$ cat src/rtl/ivector_pkg.sv
// ivector_pkg: shared widths, FSM state and
// report bundle for the item vector collector.
package ivector_pkg;

  localparam int WIDTH     = 32;
  localparam int DEF_DEPTH = 10;

  typedef enum logic {
    IDLE = 1'b0,
    SCAN = 1'b1
  } state_t;

  typedef struct packed {
    logic [WIDTH-1:0] meth;
    logic [WIDTH-1:0] count;
    logic [WIDTH-1:0] sum;
  } report_t;

endpackage

$ cat src/rtl/ivector_collect.sv
// ivector_collect: per-channel count/sum with batch and flush reports.
// Optional drop_count output under IVECTOR_COLLECT_DROPCNT_EN.
module ivector_collect
  import ivector_pkg::*;
#(
  parameter int DEPTH = DEF_DEPTH,
  parameter int BATCH = 4
) (
  input  logic             CLK,
  input  logic             nRST,
  input  logic             in_heard__ENA,
  input  logic [WIDTH-1:0] in_heard_meth,
  input  logic [WIDTH-1:0] in_heard_v,
  output logic             in_heard__RDY,
  input  logic             flush__ENA,
  output logic             flush__RDY,
  output logic             out_report__ENA,
  output logic [WIDTH-1:0] out_report_meth,
  output logic [WIDTH-1:0] out_report_count,
  output logic [WIDTH-1:0] out_report_sum,
  input  logic             out_report__RDY
`ifdef IVECTOR_COLLECT_DROPCNT_EN
  ,
  output logic [WIDTH-1:0] drop_count
`endif
);

  localparam int IW = (DEPTH > 1) ? $clog2(DEPTH) : 1;
  localparam logic [IW-1:0] LAST = IW'(DEPTH - 1);
  localparam logic [WIDTH-1:0] BATCH_W = WIDTH'(BATCH);

  state_t           state;
  state_t           state_nx;
  logic [IW-1:0]    ptr;
  logic             valid;
  report_t          rpt;
  logic [WIDTH-1:0] cnt_q [DEPTH];
  logic [WIDTH-1:0] sum_q [DEPTH];

  logic             heard_fire;
  logic             flush_fire;
  logic             in_range;
  logic             scan_step;
  logic [IW-1:0]    idx;
  logic [WIDTH-1:0] add_cnt;
  logic [WIDTH-1:0] add_sum;

  assign heard_fire = in_heard__ENA && in_heard__RDY;
  assign flush_fire = flush__ENA && flush__RDY;
  assign in_range   = in_heard_meth < WIDTH'(DEPTH);
  assign idx        = in_heard_meth[IW-1:0];
  assign add_cnt    = cnt_q[idx] + WIDTH'(1);
  assign add_sum    = sum_q[idx] + in_heard_v;
  assign scan_step  = (state == SCAN) && !valid;

  // state register
  always_ff @(posedge CLK or negedge nRST) begin
    if (!nRST) state <= IDLE;
    else       state <= state_nx;
  end

  // next state: flush starts a scan, last channel ends it
  always_comb begin
    state_nx = state;
    unique case (state)
      IDLE: if (flush_fire) state_nx = SCAN;
      SCAN: if (scan_step && ptr == LAST) state_nx = IDLE;
      default: state_nx = IDLE;
    endcase
  end

  // ready only when idle with an empty report slot
  always_comb begin
    in_heard__RDY = (state == IDLE) && !valid;
    flush__RDY    = (state == IDLE) && !valid;
  end

  // channel accumulators, scan pointer and report slot
  always_ff @(posedge CLK or negedge nRST) begin
    if (!nRST) begin
      valid <= 1'b0;
      rpt   <= '0;
      ptr   <= '0;
      for (int i = 0; i < DEPTH; i++) begin
        cnt_q[i] <= '0;
        sum_q[i] <= '0;
      end
    end else begin
      if (valid && out_report__RDY) valid <= 1'b0;
      if (flush_fire) ptr <= '0;
      if (heard_fire && in_range) begin
        if (add_cnt == BATCH_W) begin
          valid      <= 1'b1;
          rpt        <= '{in_heard_meth, BATCH_W, add_sum};
          cnt_q[idx] <= '0;
          sum_q[idx] <= '0;
        end else begin
          cnt_q[idx] <= add_cnt;
          sum_q[idx] <= add_sum;
        end
      end
      if (scan_step) begin
        if (cnt_q[ptr] != '0) begin
          valid      <= 1'b1;
          rpt        <= '{WIDTH'(ptr), cnt_q[ptr], sum_q[ptr]};
          cnt_q[ptr] <= '0;
          sum_q[ptr] <= '0;
        end
        if (ptr != LAST) ptr <= ptr + IW'(1);
      end
    end
  end

`ifdef IVECTOR_COLLECT_DROPCNT_EN
  // saturating count of out-of-range items
  always_ff @(posedge CLK or negedge nRST) begin
    if (!nRST) begin
      drop_count <= '0;
    end else if (heard_fire && !in_range && drop_count != '1) begin
      drop_count <= drop_count + WIDTH'(1);
    end
  end
`endif

  assign out_report__ENA   = valid;
  assign out_report_meth   = rpt.meth;
  assign out_report_count  = rpt.count;
  assign out_report_sum    = rpt.sum;

endmodule

$ cat config.mk
export PLATFORM = sky130hd
export DESIGN_NAME = ivector_collect
export DESIGN_NICKNAME = d
export VERILOG_FILES = /design/src/rtl/ivector_pkg.sv /design/src/rtl/ivector_collect.sv
export SDC_FILE = /design/constraint.sdc
export NUM_CORES = 2
export LEC_CHECK = 0
export ABC_AREA = 1
export BUFFER_PORTS_ARGS = -buffer_cell sky130_fd_sc_hd__clkbuf_2
export CORE_MARGIN = 3
export CORE_UTILIZATION = 55
export DETAILED_ROUTE_END_ITERATION = 8
export PLACE_DENSITY_LB_ADDON = 0.3
export SLEW_MARGIN = 20
export SYNTH_ARGS = -nofsm -noshare
export SYNTH_HDL_FRONTEND = slang
export SYNTH_SLANG_ARGS = --single-unit
$ cat constraint.sdc
create_clock -name CLK -period 4.2 [get_ports CLK]
set_clock_uncertainty 0.15 [all_clocks]
set_input_delay 0.42 -clock CLK [delete_from_list [all_inputs] [get_ports CLK]]
set_output_delay 0.42 -clock CLK [all_outputs]
set_load 0.01 [all_outputs]
==> results.toml <==
[outcome]
outcome = "finished, final reports clean"

[detailed_routing]
detail_route.first_pass.iterations = 9
initialDrtViolationCount = 7080
drt-total-wl_um = 193000
drt.antenna.violating_nets = 0
post-route-drc-count = 0
detailroute.via_count = 50600
routed_wire_length_per_instance_um = 24.1
vias_per_cell = 6.31

[grt]
maximum_number_of_pins_on_one_net_before_global_route_repair = 109
grt_remaining_overflow = 0
grt_util_met2 = 0.659
grt_pass1_wl_um = 289000
met1_track_demand_over_resource_in_global_routing = 0.533
groute.layer.met3.usage = 0.137
grt.total_usage = 0.442
first_global_vias = 48500
initial_antenna_violation_count = 4
grt-busiest-layer = "met2"

[synth]
synth-compound-area-share = 0.195
synthDistinctLibCells = 45
most_used_dff_post_synth = "sky130_fd_sc_hd__dfrtp_1"
muxShareOfSynthArea = 0
syn-cell-area_mm2 = 0.0448
netlist_instances = 6592
ys.warnings.count = 0
synth_edf_count = 0
synth_fa_ha_area_frac = 0.0105
post_synth_simple_gate_area = 0.288
synth_top_family_by_area = "simple AND/OR/NAND/NOR gates"
synthXorXnorAreaFrac = 0.00742
async_flop_share = 1.00
register_bit_total_from_synthesis = 742
post_synth.cell_area_avg_um2 = 6.80
postSynthNetCount = 6698
seq_area_frac_synth = 0.414

[cts]
clk_root_buffer_cell = "sky130_fd_sc_hd__clkbuf_16"
post_cts_buffers = 0
ctsHtreeMaxLevel = 3
cts.sinks = 742
clk_pin_slew_worst_paths_ns = 0.06
clock_tree_from_tritoncts = "done"
number_of_buffers_between_clock_root_and_the_deepest_sink = 3
clk_latency_ns = 0.67
tritoncts.num_buffers = 85

[critical_path]
cp_max_fo = 39
critPathLaunchType = "flip-flop"
timing.critical_path.buf_inv = 3
cpMaxStageDelayCell = "sky130_fd_sc_hd__dfrtp_4"
cpLargestDelayFamily = "buffers and inverters"
worst_path_largest_cell_delay_ns = 0.65
required_ns = 4.58
timing.critical_path.arrival_ns = 4.47
worstSetupPathType = "reg -> reg"
most_repeated_library_cell_on_the_critical_path = "sky130_fd_sc_hd__nand2_1"
timing.critical_path.to_type = "flip-flop"
cp_cell_sequence = "buf_4, buf_4, o21ai_0, o22ai_1, nand2_1, nand3_1, nor4_1, nand2_1, nor2_1, nand2_1, nand2_4, nor3_2, clkinvlp_4, o21ai_0, nor2_1"

[sta]
final_setup_slack_of_the_worst_path_ns = 0.103
timing.final.hold_violations = 0
final_min_period_over_clock_period = 0.975
fin_crit_ns = 4.10
fin_hold_ws_ns = 0.0611
finalSetupViolCount = 0
grt_setup_unrepaired = "yes"
slew_headroom = 0.252
worst-slew-pin-transition_ns = 1.12
drv_slew = 0
achievable-frequency_ghz = 0.244

[place]
dp_hpwl_um = 121000
pre_cts_ws_ns = -0.413
io_buffers = 167
dpl.cell_count = 7856
postPlaceCellArea_mm2 = 0.0498
finalWeightedCongestion = 1.05

[job]
drv_cap = 0

[cells_and_area]
finished_core_util = 0.654
layout_common_cells = "2437 x sky130_fd_sc_hd__nand2_1, 740 x sky130_fd_sc_hd__dfrtp_1, 739 x sky130_fd_sc_hd__a21oi_1"
layout_commonest_cell = "sky130_fd_sc_hd__nand2_1"
design_area_mm2 = 0.0528
areaGrowthSynthToFinish_pct = 17.7
finalNetCount = 6993
layoutNonFillerInstCount = 8022
post_route_cells_drive_above_1_share = 0.130

[die]
die_w_um = 292
fp-row-count = 104
dieArea_mm2 = 0.0850
fp.dieH_um = 292
initial_core_util = 0.556
floorplan.core_area_mm2 = 0.0807
ioPinCount = 168

[power]
power_per_cell_area_mw_per_mm2 = 435
static_leakage_nw = 25.0
seq_power_share = 0.334
switching_share = 0.394
power.combinational.fraction = 0.331
share_clk_of_total_power = 0.335
vdd.ir_drop.worst_mv = 0.524
total_switching_power_w = 0.00905
p_int_w = 0.0139

[min_path]
hold_path.class = "in -> reg"
-- cells by family after synthesis --
group,Yosys count
compound gates,1570
xor+xnor,38
fa+ha+maj,37
buf+inv,925
flops,742
simple gates,3280
-- synth_stat cells, types with 2 or more instances --
cell type	n	area, um^2
sky130_fd_sc_hd__nor2_1	509	1910
sky130_fd_sc_hd__nor2_4	9	101
sky130_fd_sc_hd__a221oi_1	4	35.0
sky130_fd_sc_hd__o21ai_0	462	2310
sky130_fd_sc_hd__nand3_1	209	1050
sky130_fd_sc_hd__a2111o_1	31	349
sky130_fd_sc_hd__xnor2_1	14	123
sky130_fd_sc_hd__clkinv_1	4	15.0
sky130_fd_sc_hd__nor4_1	12	75.1
sky130_fd_sc_hd__a22oi_1	130	976
sky130_fd_sc_hd__dfrtp_1	742	18600
sky130_fd_sc_hd__and2_1	2	12.5
sky130_fd_sc_hd__buf_2	92	460
sky130_fd_sc_hd__nand3_2	7	70.1
sky130_fd_sc_hd__clkbuf_1	301	1130
sky130_fd_sc_hd__nand2_2	13	81.3
sky130_fd_sc_hd__nand2_1	2443	9170
sky130_fd_sc_hd__a21boi_0	6	45.0
sky130_fd_sc_hd__inv_1	449	1690
sky130_fd_sc_hd__a21oi_1	740	3700
sky130_fd_sc_hd__nor2_2	11	68.8
sky130_fd_sc_hd__buf_1	24	90.1
sky130_fd_sc_hd__nand4_1	36	225
sky130_fd_sc_hd__ha_1	36	450
sky130_fd_sc_hd__o211ai_1	74	556
sky130_fd_sc_hd__o21bai_1	5	37.5
sky130_fd_sc_hd__a21o_1	4	30.0
sky130_fd_sc_hd__o21ai_1	12	60.1
sky130_fd_sc_hd__inv_2	21	78.8
sky130_fd_sc_hd__o31ai_1	2	15.0
sky130_fd_sc_hd__nor3_1	21	105
sky130_fd_sc_hd__buf_4	18	135
sky130_fd_sc_hd__xor2_1	24	210
sky130_fd_sc_hd__buf_6	15	169
sky130_fd_sc_hd__o22ai_1	85	532
sky130_fd_sc_hd__a31oi_1	2	12.5
sky130_fd_sc_hd__nand3b_1	7	52.6
sky130_fd_sc_hd__a211oi_1	9	67.6
-- per-layer routing --
metal,wire (um),share of wire
met5,53,0.00027
met2,80600,0.42
met3,28500,0.15
met4,19400,0.10
met1,64500,0.33
-- final timing paths --
path	to	start	slack [ns]	depth (start not counted)
min reg2reg	out_report_count[31]$_DFF_PN0_	out_report_count[31]$_DFF_PN0_	0.32	2
min	out_report_meth[3]$_DFF_PN0_	in_heard_meth[3]	0.06	6
max in group asynchronous	sum_q[111]$_DFF_PN0_	nRST	2.42	4
min in group asynchronous	cnt_q[149]$_DFF_PN0_	nRST	0.29	2
max reg2reg	cnt_q[125]$_DFF_PN0_	ptr[1]$_DFF_PN0_	0.10	15
max	cnt_q[125]$_DFF_PN0_	ptr[1]$_DFF_PN0_	0.10	15
-- power by group through the flow --
| stage | combinational, W | sequential (W) | clock (W) |
|---|---|---|---|
| finish | 0.00760 | 0.00767 | 0.00770 |
| global route | 0.00796 | 0.00769 | 0.00797 |
| CTS | 0.00718 | 0.00766 | 0.00771 |
| detailed placement | 0.00715 | 0.00778 | 0 |
| global placement | 0.00703 | 0.00779 | 0 |
| floorplan | 0.00407 | 0.00779 | 0 |
-- final cells by class --
| cell class | instances | area, um^2 |
|---|---|---|
| fill | 7062 | 27900 |
| sequential | 742 | 18600 |
| tap | 1060 | 1330 |
| timing repair buffer | 658 | 5460 |
| antenna | 5 | 12.5 |
| inverter | 474 | 1800 |
| clock buffer | 125 | 2480 |
| multi-input combinational | 4926 | 22800 |
| clock inverter | 32 | 350 |
-- stage by stage --
step | TNS, ns | total power, W
6_report | 0 | 0.0230
5_1_grt | -0.0149 | 0.0236
4_1_cts | 0 | 0.0225
3_5_place_dp | -137.33 | 0.0149
3_3_place_gp | -91.31 | 0.0148
2_1_floorplan | 0 | 0.0119
-- sequential cells by signal, indices dropped and copies added, names as in the netlist --
signal	cells
out_report_count	32
out_report__ENA	1
sum_q	320
ptr	4
state	1
out_report_sum	32
out_report_meth	32
cnt_q	320
-- repair_timing --
action,4_1_cts,5_1_grt
hold endpoints to repair,67,0
hold buffers,3,0
gates resized for setup,0,16
setup endpoints to repair,0,94
-- worst register-to-register path, cell delays in order (launching register included) --
cell	delay, ns
sky130_fd_sc_hd__dfrtp_4	0.65
sky130_fd_sc_hd__buf_4	0.34
sky130_fd_sc_hd__buf_4	0.55
sky130_fd_sc_hd__o21ai_0	0.19
sky130_fd_sc_hd__o22ai_1	0.20
sky130_fd_sc_hd__nand2_1	0.07
sky130_fd_sc_hd__nand3_1	0.18
sky130_fd_sc_hd__nor4_1	0.08
sky130_fd_sc_hd__nand2_1	0.09
sky130_fd_sc_hd__nor2_1	0.04
sky130_fd_sc_hd__nand2_1	0.10
sky130_fd_sc_hd__nand2_4	0.17
sky130_fd_sc_hd__nor3_2	0.40
sky130_fd_sc_hd__clkinvlp_4	0.47
sky130_fd_sc_hd__o21ai_0	0.21
sky130_fd_sc_hd__nor2_1	0.06
No activity file was read; power rests on OpenSTA's default activity.
